## src/rtl/phase_sequencer.sv

```systemverilog
// Phase sequencer: walks the eight node-processor phases in order, skipping masked ones.
// Optional per-phase watchdog enabled by defining PHASE_TIMEOUT_EN.
module phase_sequencer #(
   parameter int          TO_W     = 16,
   parameter int unsigned TO_LIMIT = 1000
) (
   input  logic       clk,
   input  logic       rst,
   input  logic       start,
   input  logic       abort,
   input  logic [7:0] skip_mask,
   input  logic [7:0] phase_done,
   output logic [2:0] sel,
   output logic [7:0] en,
   output logic       busy,
   output logic       round_done,
   output logic       timeout_err
);

   typedef enum logic [1:0] {
      IDLE = 2'd0,
      RUN  = 2'd1,
      FIN  = 2'd2
   } state_t;

   state_t     state;
   logic [7:0] mask_q;
   logic [3:0] first_hit;
   logic [3:0] succ_hit;

   if (TO_W < 2 || TO_LIMIT >= (64'd1 << TO_W)) begin : g_bad_cfg
      $error("phase_sequencer: TO_LIMIT does not fit in TO_W bits");
   end

   // {found, index} of the lowest unmasked phase at or above 'from'
   function automatic logic [3:0] next_phase(input logic [7:0] m,
                                             input logic [3:0] from);
      logic [3:0] r;
      r = 4'd0;
      for (int i = 7; i >= 0; i--) begin
         if (i >= int'(from) && !m[i]) r = {1'b1, 3'(i)};
      end
      return r;
   endfunction

   always_comb begin
      first_hit = next_phase(skip_mask, 4'd0);
      succ_hit  = next_phase(mask_q, {1'b0, sel} + 4'd1);
   end

`ifdef PHASE_TIMEOUT_EN
   logic [TO_W-1:0] wd_q;
   logic            terr_q;
   assign timeout_err = terr_q;
`else
   assign timeout_err = 1'b0;
`endif

   always_ff @(posedge clk or posedge rst) begin
      if (rst) begin
         state      <= IDLE;
         sel        <= 3'd0;
         en         <= 8'd0;
         busy       <= 1'b0;
         round_done <= 1'b0;
         mask_q     <= 8'd0;
`ifdef PHASE_TIMEOUT_EN
         wd_q       <= '0;
         terr_q     <= 1'b0;
`endif
      end else begin
         unique case (state)
            IDLE: begin
               en         <= 8'd0;
               busy       <= 1'b0;
               round_done <= 1'b0;
               if (start && !abort) begin
                  mask_q <= skip_mask;
                  busy   <= 1'b1;
`ifdef PHASE_TIMEOUT_EN
                  wd_q   <= '0;
                  terr_q <= 1'b0;
`endif
                  if (first_hit[3]) begin
                     state <= RUN;
                     sel   <= first_hit[2:0];
                     en    <= 8'd1 << first_hit[2:0];
                  end else begin
                     state <= FIN;
                  end
               end
            end
            RUN: begin
               if (abort) begin
                  state <= IDLE;
                  en    <= 8'd0;
                  busy  <= 1'b0;
               end else if (phase_done[sel]) begin
`ifdef PHASE_TIMEOUT_EN
                  wd_q <= '0;
`endif
                  if (succ_hit[3]) begin
                     sel <= succ_hit[2:0];
                     en  <= 8'd1 << succ_hit[2:0];
                  end else begin
                     state      <= FIN;
                     en         <= 8'd0;
                     round_done <= 1'b1;
                  end
`ifdef PHASE_TIMEOUT_EN
               end else if (wd_q == TO_W'(TO_LIMIT)) begin
                  state  <= IDLE;
                  en     <= 8'd0;
                  busy   <= 1'b0;
                  terr_q <= 1'b1;
               end else begin
                  wd_q <= wd_q + 1'b1;
`endif
               end
            end
            FIN: begin
               // an all-masked round spends one extra cycle here before the pulse
               if (abort || round_done) begin
                  state      <= IDLE;
                  busy       <= 1'b0;
                  round_done <= 1'b0;
               end else begin
                  round_done <= 1'b1;
               end
            end
            default: begin
               state <= IDLE;
               en    <= 8'd0;
               busy  <= 1'b0;
            end
         endcase
      end
   end

endmodule
```

## config.mk

```make
export PLATFORM = sky130hd
export DESIGN_NAME = phase_sequencer
export DESIGN_NICKNAME = d
export VERILOG_FILES = /design/src/rtl/phase_sequencer.sv
export SDC_FILE = /design/constraint.sdc
export NUM_CORES = 1
export LEC_CHECK = 0
export ABC_AREA = 1
export ABC_CLOCK_PERIOD_IN_PS = 3600
export CORE_MARGIN = 2
export CORE_UTILIZATION = 30
export CTS_BUF_LIST = sky130_fd_sc_hd__clkbuf_8
export CTS_CLUSTER_DIAMETER = 80
export CTS_CLUSTER_SIZE = 40
export DETAILED_ROUTE_END_ITERATION = 12
export PLACE_DENSITY = 0.48
export SLEW_MARGIN = 20
export SYNTH_ARGS = -nofsm -noshare
export SYNTH_HDL_FRONTEND = slang
export SYNTH_SLANG_ARGS = --single-unit
```

## constraint.sdc

```tcl
create_clock -name clk -period 3.6 [get_ports clk]
set_input_delay 0.72 -clock clk [delete_from_list [all_inputs] [get_ports clk]]
set_output_delay 0.72 -clock clk [all_outputs]
set_load 0.01 [all_outputs]
```

Yosys cells after proc, flatten, opt, wreduce, memory -nomap -nowiden
Index checks and enable logic that the tools add are counted.
{"block": "word_totals", "ff_bits": 23, "in_bits": 20, "wordCells": 105}
{"block": "classes", "n_addsub": 1, "magnitude_cmp": 9, "n_eq_ne": 12, "shifts": 2, "mux": 46, "n_bitwise": 1, "reduce_logical": 28}
{"operator": "4-bit two-way mux", "count": 16}
{"operator": "8-bit two-way mux", "count": 5}
{"operator": "8-bit one-hot mux with 3 select lines", "count": 1}
{"operator": "3-bit by 4-bit greater-or-equal comparator with 1-bit output (first input constant)", "count": 4}
{"operator": "2-bit inequality test (second input constant)", "count": 8}
{"operator": "1-bit by 3-bit left shift with 8-bit output (first input constant)", "count": 2}
{"operator": "3-bit two-way mux", "count": 5}
{"operator": "2-bit two-way mux", "count": 6}
{"operator": "1-bit logical AND", "count": 9}
{"operator": "1-bit logical NOT", "count": 9}
{"operator": "1-bit by 4-bit greater-or-equal comparator with 1-bit output (first input constant)", "count": 2}
{"operator": "2-bit by 4-bit greater-or-equal comparator with 1-bit output (first input constant)", "count": 2}
{"operator": "1-bit two-way mux", "count": 8}
{"operator": "4-bit AND reduction", "count": 2}
{"operator": "3-bit inequality test (second input constant)", "count": 2}
{"operator": "1-bit one-hot mux with 3 select lines", "count": 2}
{"operator": "2-bit one-hot mux with 3 select lines", "count": 1}
{"operator": "3-bit one-hot mux with 2 select lines", "count": 1}
{"operator": "2-bit AND reduction", "count": 3}
{"operator": "6-bit AND reduction", "count": 1}
{"operator": "3-bit by 1-bit adder with 4-bit output (second input constant)", "count": 1}
{"operator": "3-bit by 4-bit less-than comparator with 1-bit output (second input constant)", "count": 1}
{"operator": "1-bit binary-select mux with 3-bit select", "count": 1}
{"operator": "3-bit nonzero test", "count": 1}
{"operator": "other kinds (6)", "count": 6}

Logic depth before layout (Yosys ltp)
Gate-level depths: netlist of the first run.
{"block": "logic_depth", "word_depth": 16, "ltp_mapped": 17, "ltp_nobuf": 17}

Worst setup path before layout of the first run
No wires, ideal clock.
{"block": "synth_timing", "path_kind": "register -> register", "start": "reg sel[0]", "end": "reg sel[0]", "setup_ps": 117, "t_arrival_ps": 1786, "slack_ps": 1697, "path_stages_with_launch": 16, "n_path_buf": 0, "cell_sequence": "dfrtp_1 ha_1 inv_1 nand2_1 nand2_2 nand2_1 nand3_1 nand2_1 nor2_4 inv_2 nor2_4 nand2_2 nand2_4 a21oi_1 nand2_1 nand2_1"}
{"block": "synth_via", "elab_chain_len": 15, "word_cells_on_any_way": 34, "cone_classes": "1 x add/sub; 8 x order compare; 2 x eq/ne; 14 x mux; 9 x reduce/logical"}
{"element": "from (decl)", "line_no": "13", "text": "output logic [2:0] sel,"}
{"element": "from (signal assigned)", "line_no": "86", "text": "sel <= first_hit[2:0];"}
{"element": "from (signal assigned)", "line_no": "103", "text": "sel <= succ_hit[2:0];"}
{"element": "3-bit by 1-bit adder with 4-bit output", "line_no": "48", "text": "succ_hit = next_phase(mask_q, {1'b0, sel} + 4'd1);"}
{"element": "3-bit by 4-bit greater-or-equal comparator with 1-bit output", "line_no": "41", "text": "if (i >= int'(from) && !m[i]) r = {1'b1, 3'(i)};"}
{"element": "1-bit logical AND", "line_no": "41"}
{"element": "4-bit two-way mux (8 in series)", "line_no": "41"}
{"element": "3-bit two-way mux", "line_no": "102", "text": "if (succ_hit[3]) begin"}
{"element": "3-bit two-way mux", "line_no": "98", "text": "end else if (phase_done[sel]) begin"}
{"element": "3-bit two-way mux", "line_no": "94", "text": "if (abort) begin"}
{"element": "3-bit one-hot mux with 2 select lines", "line_no": "72", "text": "unique case (state)"}
Parallel ways exist; a longest one is shown, timed or not. The select of a mux whose other input is x is not followed.
A chain may end at the register's enable or synchronous reset.

Worst setup path after layout of the first run
{"block": "layout_timing", "start": "in abort", "end": "reg en[7]"}
{"block": "layout_via", "elab_chain_len": 4, "word_cells_on_any_way": 7, "cone_classes": "1 x eq/ne; 3 x mux; 3 x reduce/logical"}
{"element": "from (decl)", "line_no": "10", "text": "input logic abort,"}
{"element": "1-bit logical NOT", "line_no": "77", "text": "if (start && !abort) begin"}
{"element": "1-bit logical AND", "line_no": "77"}
{"element": "8-bit two-way mux", "line_no": "77"}
{"element": "8-bit one-hot mux with 3 select lines", "line_no": "72"}
{"element": "to (signal assigned)", "line_no": "87", "text": "en <= 8'd1 << first_hit[2:0];"}
{"element": "to (signal assigned)", "line_no": "104", "text": "en <= 8'd1 << succ_hit[2:0];"}
{"element": "to (decl)", "line_no": "14", "text": "output logic [7:0] en,"}
Parallel ways exist; a longest one is shown, timed or not.

==> results.yml, run 1 <==
cells_and_area:
  drive_gt1_share_pct: 10.6
  area_growth_pct: 26.7
  final_cell_area_sq_um: 2130
  antenna_cells: 0
  nNetsFinal: 312
  post_layout_nonfiller_instances: 355
global_route:
  grt.total_usage_pct: 15.4
  grt_start_max_net_pins: 24
  antenna_found_initial: 0
  grt_overflow_total: 0
  grt_pass1_vias: 1635
  grt_pass1_wl_mm: 7.61
worst_setup_path:
  ff2ff_path_depth: 14
  crit_path_end_kind: "register"
  r2r-start: "sel[1]"
  reg2reg_slack_ns: 1.42
  cp.required_ns: 3.82
  rr_endpoint: "sel[0]"
  crit_type: "input pin to register"
  cp_common_cell: "nand2_1"
  crit_chain: "clkdlybuf4s50_1 -> inv_1 -> nand2_1 -> nor2_1 -> buf_4 -> clkinv_1 -> nor2_1 -> nand3_1 -> nand2_1 -> nand2_1 -> nand2_1"
  critPathMaxFanout: 11
  path_buf_inv: 4
  slowest_stage: "clkdlybuf4s50_1"
  crit_arrival_ns: 2.49
  start_kind: "input pin"
  critPathMaxStageDelay_ns: 0.46
  path_delay_family: "buffers and inverters"
floorplanning:
  start_util_pct: 30.9
  core_region_area_sq_um: 5440
  top_level_ports: 34
  die_width_um: 78.8
  die_y_um: 78.8
  dieArea_sq_um: 6210
  rows: 27
synthesis:
  yosysTopAreaCell: "dfrtp_1"
  ys_types: 27
  netlist.area_leader.share_pct: 34.3
  syn_avg_cell_area_sq_um: 6.74
  netlist_area_sq_um: 1680
  synthTopCellsByArea: "dfrtp_1, nand2_1, nand3_1, inv_1, ha_1"
  ys_ff_latch: 23
  synth_seq_area_share_pct: 34.3
  syn_inst: 249
  synth_warnings: 0
  syn_nets: 277
min_path:
  min_path_cells: 2
  hp-class: "register to register"
  min-delay-start: "en[7]"
  worstHoldEndpoint: "en[7]"
timing:
  period_minus_slack_ns: 2.27
  tightest_slew_ns: 0.876
  setup_tns_ns: 0
  setup_viol: 0
  rsz0062_at_grt: "false"
  fin_ws_ns: 1.33
  hold_viol_final: 0
  holdWs_ns: 0.485
  fmax_mhz: 440
  slew_viol_final: 0
  slew_headroom_pct: 41.3
  finalClockSkew_ns: 0.0118
  timing.final.crit_share_pct: 63.1
clock_network:
  numClockSinks: 23
  htree_levels: 1
  clock_latency_ns: 0.27
  cts_resized: 0
  clk_pin_slew_worst_paths_ns: 0.09
  cts_tree: "built"
  clk_path_buf_depth: 2
  holdBufCountCts: 0
  post_cts_buffers: 0
  cts_buffers: 3
  clock-root-buffer: "clkbuf_8"
power:
  internal-power_w: 0.000814
  power_frac_comb_pct: 64.1
  p_leak_nw: 1.07
  seqPwrFrac_pct: 26.0
  power_frac_clock_pct: 9.9
  vdd_ir_drop_max_uv: 250
  powerDensity_nw_per_um2: 788
  p_switching_w: 0.000863
  switching_share_pct: 51.5
route:
  wl_per_cell_um: 11.8
  vias_per_cell: 4.49
  drt-total-wl_mm: 4.20
  firstDrtPassIters: 4
  vias: 1595
  drtIter0Drc: 61
  drc: 0
  ant_nets: 0
placed_design:
  hpwlAfterDp_mm: 3.37
  place_congestion: 0.885
  dpl_worst_slack_ns: 1.04
  dpl_cell_area_sq_um: 2080
  place_inst: 351
  numPortBuffers: 32
status:
  outcome: "completed"
flow_run:
  drv_cap: 0
-- layout by cell type, fill, tap and decap left out, drive strengths merged --
cell           netlist  routed
nand4                4       4
inv                 35      34
clkinv               2       4
nor3                 2       2
nand3               23      23
conb                 1       1
a21oi                7       7
a31oi                2       2
buf                  1       1
dfrtp               23      23
nand2               92      92
nor2                25      25
clkdlybuf4s50        0      32
clkbuf               2       3
ha                   8       8
o21ai               21      21
o211ai               1       1
-- synthesized netlist by cell type --
library cell and number:
nand2_1 85, inv_1 29, dfrtp_1 23, nand3_1 22, nor2_1 20, o21ai_0 17
ha_1 8, inv_2 6, a21oi_1 5, nand2_2 4, nand4_1 4, nand2_4 3
nor2_4 3, o21ai_2 3, a21oi_2 2, a31oi_1 2, clkinv_1 2, nor2_2 2
buf_4 1, clkbuf_1 1, clkbuf_2 1, conb_1 1, nand3_2 1, nor3_1 1
nor3_4 1, o211ai_1 1, o21ai_1 1
-- logic make-up after synthesis --
| family | share of synthesized area, % |
|---|---|
| adder cells (fa/ha/maj) | 5.96 |
| other | 0.223 |
| buffers and inverters | 9.24 |
| AO/OA/AOI/OAI | 10.7 |
| flip-flops | 34.3 |
| AND/OR/NAND/NOR | 39.6 |
-- routing by layer --
| layer | vias up | global-route usage [%] | routed length [um] |
|---|---|---|---|
| li1 | 848 | - | - |
| met1 | 709 | 19.8 | 2010 |
| met2 | 34 | 26.7 | 1980 |
| met3 | 4 | 1.82 | 169 |
| met4 | 0 | 5.17 | 38 |
| met5 | - | 0 | 0 |
-- power by group through the flow --
stage	logic, W	registers [W]	clock network [W]
3_3_place_gp	0.00108	0.000444	0
5_1_grt	0.00125	0.000456	0.000185
3_5_place_dp	0.00108	0.000445	0
4_1_cts	0.00109	0.000439	0.000174
2_1_floorplan	0.000785	0.000444	0
6_report	0.00107	0.000436	0.000166
-- worst max-delay path by stage --
stage,start,slack (ns),cells after the start,to
after floorplan,sel[0],1.70,15,sel[0]
after global placement,abort,1.01,11,en[7]
after detailed placement,abort,1.04,11,en[7]
after CTS,abort,1.33,11,en[7]
after global routing,skip_mask[6],1.08,11,en[1]
final,abort,1.33,11,en[7]
-- flip-flops by register name, indices dropped and copies added, names as in the netlist --
name and cells:
sel 3, state 2, round_done 1, mask_q 8
en 8, busy 1
-- area by class of cell --
type	instances	area (sq um)
clock inverters	1	5.00
fillers	591	3310
repair buffers	33	328
inverters	37	139
clock buffers	3	41.3
multi-input cells	186	948
well taps	72	90.1
flip-flops and latches	23	576
-- metrics by stage --
step / total power, W / util [%]
finish: 0.00168 / 39.1
global route: 0.00189 / 39.1
CTS: 0.00170 / 39.1
detailed placement: 0.00153 / 38.3
global placement: 0.00152 / 38.3
floorplan: 0.00123 / -
-- worst min-delay path: stages (launching register included) --
cell	delay, ns
dfrtp_1	0.35
nand2_1	0.05
nand2_1	0.06
(Power assumes the default switching activity.)
==> run 2, diff against run 1 <==
--- a/config.mk
+++ b/config.mk
@@ -6,7 +6,7 @@
 export NUM_CORES = 1
 export LEC_CHECK = 0
 export ABC_AREA = 1
-export ABC_CLOCK_PERIOD_IN_PS = 3600
+export ABC_CLOCK_PERIOD_IN_PS = 2200
 export CORE_MARGIN = 2
 export CORE_UTILIZATION = 30
 export CTS_BUF_LIST = sky130_fd_sc_hd__clkbuf_8
==> constraint.sdc (replaced) <==
create_clock -name clk -period 2.2 [get_ports clk]
set_input_delay 0.44 -clock clk [delete_from_list [all_inputs] [get_ports clk]]
set_output_delay 0.44 -clock clk [all_outputs]
set_load 0.01 [all_outputs]
==> results.yml, run 2 (synthesis gave the netlist of run 1 again) <==
status:
  outcome: "completed"
clock_network:
  clk_path_buf_depth: 2
  numClockSinks: 23
  htree_levels: 1
  cts_tree: "built"
  clock_latency_ns: 0.26
  holdBufCountCts: 0
  clk_pin_slew_worst_paths_ns: 0.08
  clock-root-buffer: "clkbuf_8"
  cts_buffers: 3
global_route:
  grt_pass1_wl_mm: 7.55
  grt_overflow_total: 0
  grt.total_usage_pct: 15.2
  grt_start_max_net_pins: 24
  antenna_found_initial: 0
  grt_pass1_vias: 1608
route:
  wl_per_cell_um: 11.6
  drtIter0Drc: 93
  drc: 0
  vias_per_cell: 4.48
  vias: 1638
  ant_nets: 0
  drt-total-wl_mm: 4.24
  firstDrtPassIters: 4
worst_setup_path:
  crit_path_end_kind: "register"
  cp.required_ns: 2.36
  slowest_stage: "dfrtp_2"
  rr_endpoint: "sel[0]"
  crit_type: "register to register"
  critPathCapture: "sel[0]"
  critPathMaxStageDelay_ns: 0.46
  crit_chain: "ha_1 -> inv_1 -> nand2_1 -> nand2_2 -> nand2_1 -> nand3_1 -> nand2_1 -> nor2_4 -> inv_2 -> nor2_4 -> nand2_2 -> nand2_4 -> a21oi_1 -> nand2_1 -> nand2_1"
  ff2ff_path_depth: 15
  critPathMaxFanout: 6
  reg2reg_slack_ns: 0.19
  crit_arrival_ns: 2.17
  r2r-start: "sel[0]"
  startpoint: "sel[0]"
  cp_common_cell: "nand2_1"
  start_kind: "register"
power:
  power_frac_clock_pct: 9.1
  internal-power_w: 0.00141
  p_switching_w: 0.00143
  powerDensity_nw_per_um2: 1280
  seqPwrFrac_pct: 24.9
  switching_share_pct: 50.3
  power_frac_comb_pct: 66.0
  vdd_ir_drop_max_uv: 448
  p_leak_nw: 1.13
min_path:
  min-delay-start: "en[0]"
  min_path_cells: 2
  hp-class: "register to register"
cells_and_area:
  nFillCells: 576
  drive_gt1_share_pct: 15.0
  final_common_cell: "nand2_1"
  final_cell_mix: "nand2_1, clkdlybuf4s50_1, inv_1, nand3_1, dfrtp_1"
  largestRegisters: "en x8, mask_q x8, sel x3"
  antenna_cells: 0
  final_cell_area_sq_um: 2210
  area_growth_pct: 31.9
  nNetsFinal: 323
placed_design:
  hpwlAfterDp_mm: 3.46
  dpl_cell_area_sq_um: 2150
  place_congestion: 0.888
  numPortBuffers: 32
timing:
  slew_viol_final: 0
  finalClockSkew_ns: 0.00562
  setup_tns_ns: 0
  timing.final.crit_share_pct: 91.2
  period_minus_slack_ns: 2.01
  setup_viol: 0
  rsz0062_at_grt: "false"
  fmax_mhz: 498
  hold_viol_final: 0
floorplanning:
  top_level_ports: 34
  start_util_pct: 30.9
  die_y_um: 78.8
  rows: 27
  dieArea_sq_um: 6210
  die_width_um: 78.8
  core_region_area_sq_um: 5440
flow_run:
  drv_cap: 0
run 2: stage by stage:
step	utilization [%]	hold slack [ns]	power [W]	cells	setup slack, ns
after floorplan	-	0.442	0.00201	249	0.297
after global placement	39.5	0.466	0.00257	360	0.0163
after detailed placement	39.5	0.462	0.00256	360	0.0491
after CTS	40.3	0.485	0.00284	364	0.0411
after global routing	40.7	0.516	0.00317	366	0.00100
final	40.7	0.478	0.00284	366	0.193
run 2: worst min-delay path by stage:
stage | end
after floorplan | busy
after global placement | en[1]
after detailed placement | en[0]
after CTS | en[0]
after global routing | en[4]
final | en[0]
run 2: per-layer routing:
layer / share of wire [%] / GRT usage (%) / up-vias
li1: - / - / 877
met1: 51 / 20.7 / 722
met2: 44 / 25.5 / 33
met3: 3.6 / 2.05 / 6
met4: 1.3 / 4.14 / 0
met5: 0 / 0 / -
run 2: area by class of cell:
class / count / area, sq um / area share (%)
clock buffer: 3 / 41.3 / 1.86
inverter: 37 / 139 / 6.27
clock inverter: 1 / 5.00 / 0.226
tap: 72 / 90.1 / 4.07
timing repair buffer: 44 / 410 / 18.5
multi-input combinational: 186 / 951 / 42.9
sequential: 23 / 578 / 26.1
run 2: critical path, delay by kind of cell (launching register included):
kind,cells,cell delay [ns]
AND/OR/NAND/NOR,11,1.01
flip-flops,1,0.46
adder cells (fa/ha/maj),1,0.24
buffers and inverters,2,0.15
AO/OA/AOI/OAI,1,0.05
run 2: power by group through the flow:
stage / Clock, W / Sequential (W) / Combinational (W)
after global placement: 0 / 0.000716 / 0.00185
after global routing: 0.000293 / 0.000734 / 0.00215
after CTS: 0.000278 / 0.000713 / 0.00185
final: 0.000260 / 0.000706 / 0.00188
after detailed placement: 0 / 0.000722 / 0.00184
after floorplan: 0 / 0.000727 / 0.00128
run 2: timing repair:
| action | 4_1_cts | 5_1_grt |
|---|---|---|
| setup buffers | 0 | 2 |
| gates resized for setup | 0 | 3 |
| endpoints found under the setup margin | 0 | 13 |
==> run 3, diff against run 2 <==
--- a/config.mk
+++ b/config.mk
@@ -7,14 +7,14 @@
 export LEC_CHECK = 0
 export ABC_AREA = 1
 export ABC_CLOCK_PERIOD_IN_PS = 2200
-export CORE_MARGIN = 2
+export CORE_MARGIN = 8
 export CORE_UTILIZATION = 30
 export CTS_BUF_LIST = sky130_fd_sc_hd__clkbuf_8
 export CTS_CLUSTER_DIAMETER = 80
 export CTS_CLUSTER_SIZE = 40
 export DETAILED_ROUTE_END_ITERATION = 12
 export PLACE_DENSITY = 0.48
-export SLEW_MARGIN = 20
+export SLEW_MARGIN = 10
 export SYNTH_ARGS = -nofsm -noshare
 export SYNTH_HDL_FRONTEND = slang
 export SYNTH_SLANG_ARGS = --single-unit
==> results.yml, run 3 (synthesis gave the netlist of run 1 again) <==
global_route:
  grt_start_max_net_pins: 24
  grt.total_usage_pct: 11.7
  grt_pass1_vias: 1718
  grt_overflow_total: 0
  grt_pass1_wl_mm: 8.14
  antenna_found_initial: 0
clock_network:
  clk_path_buf_depth: 2
  clk_pin_slew_worst_paths_ns: 0.08
  clock_latency_ns: 0.27
  htree_levels: 1
  cts_buffers: 3
  cts_tree: "built"
  clock-root-buffer: "clkbuf_8"
  post_cts_buffers: 0
  cts_resized: 0
  numClockSinks: 23
  holdBufCountCts: 0
worst_setup_path:
  startpoint: "sel[0]"
  ff2ff_path_depth: 15
  critPathMaxFanout: 6
  cp.required_ns: 2.36
  start_kind: "register"
  critPathCapture: "sel[0]"
  r2r-start: "sel[0]"
  crit_arrival_ns: 2.09
  reg2reg_slack_ns: 0.27
  crit_type: "register to register"
  rr_endpoint: "sel[0]"
  crit_path_end_kind: "register"
timing:
  slew_viol_final: 0
  period_minus_slack_ns: 1.93
  hold_viol_final: 0
  timing.final.crit_share_pct: 87.9
  setup_viol: 0
  setup_tns_ns: 0
  finalClockSkew_ns: 0.00739
  fmax_mhz: 517
  rsz0062_at_grt: "false"
route:
  vias: 1610
  wl_per_cell_um: 12.3
  drt-total-wl_mm: 4.50
  drc: 0
  firstDrtPassIters: 4
  vias_per_cell: 4.40
  ant_nets: 0
  drtIter0Drc: 83
placed_design:
  numPortBuffers: 32
  place_inst: 362
  hpwlAfterDp_mm: 3.72
  place_congestion: 0.846
cells_and_area:
  nFillCells: 604
  final_common_cell: "nand2_1"
  nNetsFinal: 323
  antenna_cells: 0
  area_growth_pct: 31.8
  largestRegisters: "en x8, mask_q x8, sel x3"
  post_layout_nonfiller_instances: 366
  final_cell_mix: "nand2_1, clkdlybuf4s50_1, inv_1, nand3_1, dfrtp_1"
  drive_gt1_share_pct: 14.6
power:
  powerDensity_nw_per_um2: 1280
  vdd_ir_drop_max_uv: 477
  p_leak_nw: 1.13
flow_run:
  drv_cap: 0
floorplanning:
  core_region_area_sq_um: 5470
  rows: 27
  start_util_pct: 30.7
  die_y_um: 90.8
  die_width_um: 90.8
  top_level_ports: 34
  dieArea_sq_um: 8250
status:
  outcome: "completed"
min_path:
  hp-class: "register to register"
[run 3: cell count changes in the layout (fill, tap and decap cells not counted), sizes merged]
cell	delta
clkinv	-1
inv	+1
[run 3: metal layers]
metal  vias up  wire length [um]  global-route usage, %
li1        868                 -                      -
met4         0                38                   3.27
met3         4               213                   2.49
met1       709              2260                   15.4
met5         -                 0                      0
met2        29              1990                   18.8
[run 3: layout make-up]
type	count	area (sq um)	share of cell area, %
repair buffers	44	410	18.5
clock buffers	3	41.3	1.87
inverters	37	139	6.27
clock inverters	1	3.75	0.170
multi-input cells	186	951	43.0
flip-flops and latches	23	578	26.1
well taps	72	90.1	4.07
[run 3: worst max-delay path: stages, from the launching register on]
cell	delay [ns]
dfrtp_2	0.46
ha_1	0.24
inv_1	0.07
nand2_1	0.06
nand2_2	0.10
nand2_1	0.06
nand3_1	0.10
nand2_1	0.10
nor2_4	0.10
inv_2	0.06
nor2_4	0.12
nand2_2	0.08
nand2_4	0.10
a21oi_1	0.06
nand2_1	0.08
nand2_1	0.04
[run 3: per-stage QoR]
step | worst slack, ns | util (%) | total power [W] | cell area (sq um) | hold WS [ns]
after global placement | 0.0731 | 39.5 | 0.00258 | 2160 | 0.466
after floorplan | 0.297 | - | 0.00201 | 1680 | 0.442
after CTS | 0.116 | 40.4 | 0.00286 | 2210 | 0.483
after detailed placement | 0.0924 | 39.5 | 0.00258 | 2160 | 0.461
final | 0.266 | 40.4 | 0.00283 | 2210 | 0.473
after global routing | 0.0160 | 40.4 | 0.00318 | 2210 | 0.495
[run 3: report_power, final]
group | leakage [nW] | internal, W | switching [W] | total, W
registers | 0.293 | 0.000585 | 0.000122 | 0.000707
logic | 0.810 | 0.000695 | 0.00116 | 0.00186
clock network | 0.0269 | 0.000125 | 0.000138 | 0.000262
[run 3: how the worst min path moves through the flow]
| stage | cells after the start | startpoint | slack [ns] | end |
|---|---|---|---|---|
| after floorplan | 1 | rst | 0.44 | busy |
| after global placement | 2 | en[6] | 0.47 | en[6] |
| after detailed placement | 2 | en[0] | 0.46 | en[0] |
| after CTS | 2 | en[0] | 0.48 | en[0] |
| after global routing | 2 | en[0] | 0.50 | en[0] |
| final | 2 | en[0] | 0.47 | en[0] |
